<file path="src/rtl/ring_onehot_decoder.sv">
// rtl/ring_onehot_decoder.sv - one-hot ring sequence checker and phase decoder
// Optional saturating error counter enabled by defining RING_DECODE_ERRCNT_EN.
module ring_onehot_decoder #(
    parameter int N        = 8,
    parameter int LOCK_CNT = 2,
    parameter int ERR_W    = 8
) (
    input  logic                 CLK,
    input  logic                 RESET,
    input  logic [N-1:0]         I,
    input  logic                 CLR_ERR,
    output logic [$clog2(N)-1:0] O,
    output logic                 valid,
    output logic                 err,
    output logic                 err_sticky,
    output logic                 locked,
    output logic [ERR_W-1:0]     err_count
);
    localparam int OW = $clog2(N);
    localparam int MW = (LOCK_CNT > 1) ? $clog2(LOCK_CNT) : 1;
    localparam logic [MW-1:0] MATCH_LAST = MW'(LOCK_CNT - 1);

    typedef enum logic {
        ST_UNLOCKED = 1'b0,
        ST_LOCKED   = 1'b1
    } state_t;

    state_t        state_q, state_d;
    logic [N-1:0]  prev_q;
    logic [MW-1:0] match_cnt_q, match_cnt_d;
    logic [OW-1:0] o_q, o_d;
    logic          valid_q, valid_d;
    logic          err_q, err_d;
    logic          err_sticky_q, err_sticky_d;
    logic          onehot, step, violation;
    logic [OW-1:0] hot_idx;

    always_comb begin
        onehot = (I != '0) && ((I & (I - N'(1))) == '0);
        step   = onehot && (I == {prev_q[N-2:0], prev_q[N-1]});
    end

    always_comb begin
        hot_idx = '0;
        for (int i = 0; i < N; i++) begin
            if (I[i]) hot_idx = OW'(i);
        end
    end

    always_comb begin
        state_d      = state_q;
        match_cnt_d  = match_cnt_q;
        o_d          = o_q;
        valid_d      = valid_q;
        err_d        = err_q;
        err_sticky_d = err_sticky_q;
        violation    = 1'b0;
        if (CLR_ERR) err_sticky_d = 1'b0;
        case (state_q)
            ST_UNLOCKED: begin
                err_d   = 1'b0;
                valid_d = 1'b0;
                if (step && (match_cnt_q == MATCH_LAST)) begin
                    state_d     = ST_LOCKED;
                    match_cnt_d = '0;
                    valid_d     = 1'b1;
                    o_d         = hot_idx;
                end else if (step) begin
                    match_cnt_d = match_cnt_q + MW'(1);
                end else begin
                    match_cnt_d = '0;
                end
            end
            default: begin
                if (step) begin
                    valid_d = 1'b1;
                    o_d     = hot_idx;
                    err_d   = 1'b0;
                end else begin
                    // A violation overrides a coincident CLR_ERR.
                    violation    = 1'b1;
                    err_d        = 1'b1;
                    err_sticky_d = 1'b1;
                    valid_d      = 1'b0;
                    match_cnt_d  = '0;
                    state_d      = ST_UNLOCKED;
                end
            end
        endcase
    end

    always_ff @(posedge CLK) begin
        if (RESET) begin
            state_q      <= ST_UNLOCKED;
            prev_q       <= '0;
            match_cnt_q  <= '0;
            o_q          <= '0;
            valid_q      <= 1'b0;
            err_q        <= 1'b0;
            err_sticky_q <= 1'b0;
        end else begin
            state_q      <= state_d;
            prev_q       <= I;
            match_cnt_q  <= match_cnt_d;
            o_q          <= o_d;
            valid_q      <= valid_d;
            err_q        <= err_d;
            err_sticky_q <= err_sticky_d;
        end
    end

`ifdef RING_DECODE_ERRCNT_EN
    logic [ERR_W-1:0] err_count_q, err_count_d;

    always_comb begin
        err_count_d = err_count_q;
        if (violation) begin
            if (CLR_ERR) err_count_d = ERR_W'(1);
            else if (err_count_q != {ERR_W{1'b1}}) err_count_d = err_count_q + ERR_W'(1);
        end else if (CLR_ERR) begin
            err_count_d = '0;
        end
    end

    always_ff @(posedge CLK) begin
        if (RESET) err_count_q <= '0;
        else       err_count_q <= err_count_d;
    end

    assign err_count = err_count_q;
`else
    logic unused_violation;
    assign unused_violation = violation;
    assign err_count        = '0;
`endif

    assign O          = o_q;
    assign valid      = valid_q;
    assign err        = err_q;
    assign err_sticky = err_sticky_q;
    assign locked     = (state_q == ST_LOCKED);
endmodule

</file>
<file path="config.mk">
export PLATFORM = sky130hd
export DESIGN_NAME = ring_onehot_decoder
export DESIGN_NICKNAME = d
export VERILOG_FILES = /design/src/rtl/ring_onehot_decoder.sv
export SDC_FILE = /design/constraint.sdc
export NUM_CORES = 1
export LEC_CHECK = 0
export CAP_MARGIN = 20
export CORE_MARGIN = 2
export CORE_UTILIZATION = 28
export DETAILED_ROUTE_END_ITERATION = 7
export PLACE_DENSITY = 0.53
export SLEW_MARGIN = 15
export SYNTH_ARGS = -nofsm -noshare
export SYNTH_HDL_FRONTEND = slang
export SYNTH_SLANG_ARGS = --single-unit
</file>
<file path="constraint.sdc">
create_clock -name CLK -period 4.95 [get_ports CLK]
set_input_delay 0.7425 -clock CLK [delete_from_list [all_inputs] [get_ports CLK]]
set_output_delay 0.7425 -clock CLK [all_outputs]
set_load 0.02 [all_outputs]
</file>
==> results of run 1 <==
[state kept, by name (all words and copies together), names as in the netlist]
signal / count
prev_q: 8
O: 3
err: 1
err_sticky: 1
match_cnt_q: 1
valid: 1
[worst min path at each step]
stage	to	depth (start not counted)
after floorplan	match_cnt_q	2
after global placement	err_sticky	2
after detailed placement	err_sticky	2
after CTS	err_sticky	2
after global routing	err_sticky	2
final	err_sticky	2
[routing by layer]
| metal | vias up | global-route usage [%] | wire, µm |
|---|---|---|---|
| li1 | 330 | - | - |
| met5 | - | 0 | 0 |
| met4 | 0 | 3.987 | 27 |
| met2 | 26 | 18.51 | 746 |
| met3 | 2 | 3.348 | 98 |
| met1 | 316 | 13.22 | 683 |
[layout make-up]
cell class                      instances  area [µm²]
Tap cell                               31       38.79
Clock buffer                            4       26.28
Inverter                                3       11.26
Fill cell                             297        1777
Timing Repair Buffer                   17       170.2
Multi-Input combinational cell         66       434.2
Sequential cell                        15       300.3
[tightest hold or removal path: stages, from the launching register on]
cell and delay (ps):
dfxtp_1 320, nand2b_1 60, a21oi_1 60
[layout by cell type, fill, tap and decap left out, types with 2 or more instances in the layout]
cell / instances
clkbuf_4: 3
nor2b_1: 5
nor2_1: 10
clkdlybuf4s50_1: 17
nor3_1: 3
a31oi_1: 3
conb_1: 8
a311oi_1: 2
dfxtp_1: 15
inv_1: 3
nand2b_1: 2
a21oi_1: 2
nor4_1: 2
o21ai_0: 3
xnor2_1: 5
[cells by family (layout without fill, tap and decap cells)]
logic type	after synthesis	in the layout	synth area share (%)
DFF	15	15	36.98
xor gates and xnor gates	5	5	5.393
and+or+nand+nor	36	36	29.28
muxes	1	1	1.848
other	1	8	0.4618
buffers and inverters	14	24	12.79
AOI/OAI and AO/OA	16	16	13.25
[power groups by stage]
stage	Sequential, µW	Clock, µW	Combinational (µW)
2_1_floorplan	128	0	28.7
3_3_place_gp	128	0	37.6
3_5_place_dp	129	0	37.4
4_1_cts	126	71.8	37.7
5_1_grt	126	77.9	41.7
6_report	126	67.9	37.5
[through the flow]
stage | total power, µW | hold slack, ps | setup slack, ps | utilization [%] | std cells
after floorplan | 156.8 | 460.0 | 2762 | - | 95
after global placement | 166.0 | 465.3 | 2155 | 34.62 | 132
after detailed placement | 166.1 | 470.7 | 2170 | 34.62 | 132
after CTS | 235.2 | 483.5 | 2471 | 35.57 | 136
after global routing | 245.9 | 509.9 | 2356 | 35.57 | 136
final | 231.2 | 476.0 | 2458 | 35.57 | 136
==> results.sh, run 1 <==
export IMPL_status="complete, no violations"
export IMPL_wl_per_cell_um=11.43
export IMPL_drt_iter0_markers=17
export IMPL_area_delta_synth_final_pct=20.80
export IMPL_cts_buffer_depth=2
export IMPL_maxCapViolCount=0
export IMPL_synth_most_common_cell="dfxtp_1"
export IMPL_synth_common_cells="15 x dfxtp_1, 10 x nor2_1, 9 x buf_4"
export IMPL_cp_slowest_stage_delay_ps=580
export IMPL_drive_gt1_share_pct=11.43
export IMPL_synth_cell_types=37
export IMPL_yosysWarnings=0
export IMPL_grt_setup_unrepaired="no"
export IMPL_cts_root_buffer="clkbuf_4"
export IMPL_crit_family="simple AND/OR/NAND/NOR gates"
export IMPL_skew_ps=4.945
export IMPL_cp_cell_sequence="clkdlybuf4s50_1 -> or4_4 -> mux2_4 -> and3b_4 -> a31oi_1 -> a311oi_1"
export IMPL_crit_fanout=7
export IMPL_power_switching_uw=59.09
export IMPL_synth_top_area_share_pct=36.98
export IMPL_setup_violations_final=0
export IMPL_min_delay_start="err_sticky"
export IMPL_post_cts_repair_setup_buffers=0
export IMPL_hold_class="flop to flop"
export IMPL_critPathLaunchType="input pin"
export IMPL_cts_resized_gates=0
export IMPL_critPathRequiredTime_ps=5100
export IMPL_seqPwrFrac_pct=54.4
export IMPL_clock_power_share_pct=29.4
export IMPL_worstMarginPinSlew_ps=531.6
export IMPL_cts_hold_fix_buffers=0
export IMPL_ys_seq_area_share_pct=36.98
export IMPL_syn_area_um2=812.0
export IMPL_initial_core_util_pct=29.45
export IMPL_crit_arrival_ps=2640
export IMPL_fmax_mhz=401.3
export IMPL_numCtsBuffers=3
export IMPL_core_rowCount=19
export IMPL_grt_pass1_vias=637
export IMPL_finalSetupTns_ps=0
export IMPL_insertion_delay_ps=280
export IMPL_die_h_um=57.85
export IMPL_min_period_over_period_pct=50.35
export IMPL_syn_avg_cell_area_um2=9.228
export IMPL_slew_violations=0
export IMPL_finalInstanceArea_um2=980.9
export IMPL_r2r_start="prev_q[1]"
export IMPL_place_hpwl_um=1223
export IMPL_diodes=0
export IMPL_grt_use_total_pct=11.00
export IMPL_gp_congestion=0.7067
export IMPL_nets=117
export IMPL_crit_path_end="O[0]"
export IMPL_cts_sinks=15
export IMPL_netlist_top_cells_area="dfxtp_1 37%, buf_4 8.3%, xnor2_1 5.4%"
export IMPL_place_area_um2=954.7
export IMPL_path_buf_inv=1
export IMPL_synth_edf_count=0
export IMPL_via_count=674
export IMPL_die_w_um=57.85
export IMPL_antenna_found_initial=0
export IMPL_clk_pin_slew_ps=90
export IMPL_crit_start="I[1]"
export IMPL_die_area_mm2=0.003347
export IMPL_ant_nets=0
export IMPL_p_int_uw=172.1
export IMPL_comb_power_share_pct=16.2
export IMPL_grt_pass1_wl_um=2780
export IMPL_finalHoldViolations=0
export IMPL_p_leak_uw=0.0003663
export IMPL_wl_um=1555
export IMPL_dr_pass1_iters=4
export IMPL_path_depth=6
export IMPL_io_pins=26
export IMPL_worst_r2r_setup_slack_ps=3410
export IMPL_ys_ff_latch=15
export IMPL_synthCells=88
export IMPL_synth_ff_type="dfxtp_1"
export IMPL_period_needed_ps=2492
export IMPL_relSlewSlack_pct=64.45
export IMPL_r2r_end="O[0]"
export IMPL_async_reset_ff_share_pct=0
export IMPL_drt_vias_per_instance=4.956
export IMPL_grt_start_max_net_pins=16
export IMPL_fp_coreArea_mm2=0.002758
export IMPL_grt_overflow=0
export IMPL_p_sw_share_pct=25.56
export IMPL_path_class="input pin to flop"
export IMPL_cp_slowest_cell="or4_4"
export IMPL_htreeDepth=1
export IMPL_drc=0
export IMPL_end_kind="flop"
export IMPL_peakVddDrop_v=0.0001861
export IMPL_cts_tree="done"
export IMPL_synth_top_area_cell="dfxtp_1"
export IMPL_power_density_mw_per_mm2=235.6
export IMPL_port_buffers=17
export IMPL_reg2reg_depth=5
Power figures use the tool's default switching activity.
==> inputs of run 2 (changes only) <==
==> constraint.sdc (replaced) <==
create_clock -name CLK -period 2.58 [get_ports CLK]
set_input_delay 0.387 -clock CLK [delete_from_list [all_inputs] [get_ports CLK]]
set_output_delay 0.387 -clock CLK [all_outputs]
set_load 0.02 [all_outputs]
==> run 2 against run 1 <==
Flip-flop and latch count did not move. Count of clock-buffer cells in the layout did not move. Sequential share of layout area fell by 1.3 points. Die area did not move. Worst setup slack got worse by 1900 ps. Final cell count rose by 4.4%. Clock power rose by 93%. Register-to-register slack got worse by 2400 ps. Hold slack improved by 1.7 ps. Critical path depth did not move. Largest power group unchanged. Non-clock buffer count rose by 6.
==> results.sh, run 2 (synthesis results as in run 1) <==
export IMPL_r2r_start="prev_q[1]"
export IMPL_clk_pin_slew_ps=90
export IMPL_p_leak_uw=0.0003952
export IMPL_cts_tree="done"
export IMPL_wl_per_cell_um=11.45
export IMPL_final_cell_mix="17 x clkdlybuf4s50_1, 15 x dfxtp_1, 10 x nor2_1"
export IMPL_diodes=0
export IMPL_core_rowCount=19
export IMPL_drt_iter0_markers=15
export IMPL_r2r_end="O[0]"
export IMPL_layout_commonest_cell="clkdlybuf4s50_1"
export IMPL_min_delay_start="err_sticky"
export IMPL_critPathLaunchType="input pin"
export IMPL_htreeDepth=1
export IMPL_maxCapViolCount=0
export IMPL_io_pins=26
export IMPL_die_w_um=57.85
export IMPL_numCtsBuffers=3
export IMPL_nets=123
export IMPL_grt_overflow=0
export IMPL_dr_pass1_iters=4
export IMPL_antenna_found_initial=0
export IMPL_ant_nets=0
export IMPL_peakVddDrop_v=0.0003084
export IMPL_setup_violations_final=0
export IMPL_gr_usage_met2_pct=16.88
export IMPL_grt_setup_unrepaired="no"
export IMPL_fp_coreArea_mm2=0.002758
export IMPL_reg2reg_depth=5
export IMPL_post_cts_repair_setup_buffers=0
export IMPL_die_h_um=57.85
export IMPL_cts_hold_fix_buffers=0
export IMPL_use_met3_pct=3.348
export IMPL_status="complete, no violations"
export IMPL_grt_start_max_net_pins=16
export IMPL_drive_gt1_share_pct=16.22
export IMPL_min_path_cells=2
export IMPL_min_period_over_period_pct=79.15
export IMPL_largest_reg_flops=8
export IMPL_crit_arrival_ps=2190
export IMPL_crit_fanout=6
export IMPL_grt_pass1_vias=638
export IMPL_die_area_mm2=0.003347
export IMPL_wl_um=1626
export IMPL_hold_class="flop to flop"
export IMPL_drc=0
export IMPL_power_total_uw=451.5
export IMPL_initial_core_util_pct=29.45
export IMPL_slew_violations=0
export IMPL_met1_usage_pct=14.09
export IMPL_cts_buffer_depth=2
export IMPL_drt_vias_per_instance=4.775
export IMPL_grt_use_total_pct=10.98
export IMPL_skew_ps=6.576
export IMPL_crit_start="I[0]"
export IMPL_finalHoldViolations=0
export IMPL_busiest_layer="met2"
export IMPL_finalSetupTns_ps=0
export IMPL_insertion_delay_ps=280
export IMPL_worstMarginPinSlew_ps=531.3
export IMPL_n_fill_cell=297
export IMPL_fin_cells=142
export IMPL_cts_root_buffer="clkbuf_4"
export IMPL_whs_ps=477.7
export IMPL_place_hpwl_um=1295
export IMPL_place_inst=138
export IMPL_grt_pass1_wl_um=2794
export IMPL_gp_congestion=0.7370
export IMPL_end_kind="flop"
export IMPL_relSlewSlack_pct=64.47
export IMPL_area_delta_synth_final_pct=26.35
export IMPL_power_density_mw_per_mm2=440.1
export IMPL_regMostFlops="prev_q"
export IMPL_critPathRequiredTime_ps=2730
export IMPL_path_class="input pin to flop"
export IMPL_cts_sinks=15
export IMPL_via_count=678
export IMPL_port_buffers=17
export IMPL_min_to="err_sticky"
export IMPL_fin_util_pct=37.21
export IMPL_worst_r2r_setup_slack_ps=1020
export IMPL_fmax_mhz=489.7
export IMPL_period_needed_ps=2042
export IMPL_cts_resized_gates=0
[run 2: changes by cell type in the layout (fill, tap and decap cells not counted)]
cell | previous run | this run
buf_4 | 0 | 6
[run 2: area by class of cell]
| cell class | instances | area, µm² | share of cell area, % |
|---|---|---|---|
| well taps | 31 | 38.79 | 3.781 |
| multi-input cells | 66 | 434.2 | 42.32 |
| clock buffers | 4 | 26.28 | 2.561 |
| inverters | 3 | 11.26 | 1.098 |
| flip-flops and latches | 15 | 300.3 | 29.27 |
| repair buffers | 23 | 215.2 | 20.98 |
[run 2: how the worst max path moves through the flow]
stage	depth (start not counted)	end	slack, ps
finish	6	O[0]	540
global route	6	O[0]	450
global placement	6	O[2]	240
detailed placement	6	O[0]	230
floorplan	6	O[0]	750
CTS	6	O[0]	530
[run 2: worst max-delay path: stages]
cell,delay [ps]
clkdlybuf4s50_1,500
or4_4,530
mux2_4,340
and3b_4,200
a31oi_1,160
a311oi_1,70
[run 2: metrics by stage]
| step | cell area [µm²] | worst slack, ps |
|---|---|---|
| 5_1_grt | 1026 | 451.2 |
| 2_1_floorplan | 838.3 | 747.8 |
| 3_3_place_gp | 999.7 | 243.5 |
| 6_report | 1026 | 537.8 |
| 3_5_place_dp | 999.7 | 226.7 |
| 4_1_cts | 1026 | 529.0 |
[run 2: metal layers]
metal | vias up | routed length (µm) | part of all wire [%]
li1 | 347 | - | -
met4 | 0 | 27 | 1.7
met1 | 311 | 790 | 49
met3 | 2 | 86 | 5.3
met2 | 18 | 722 | 44
met5 | - | 0 | 0
[run 2: where the power goes]
group / total [µW] / internal (µW) / switching (µW)
combinational: 79.8 / 38.2 / 41.6
clock: 131 / 60.1 / 70.5
sequential: 241 / 238 / 3.07
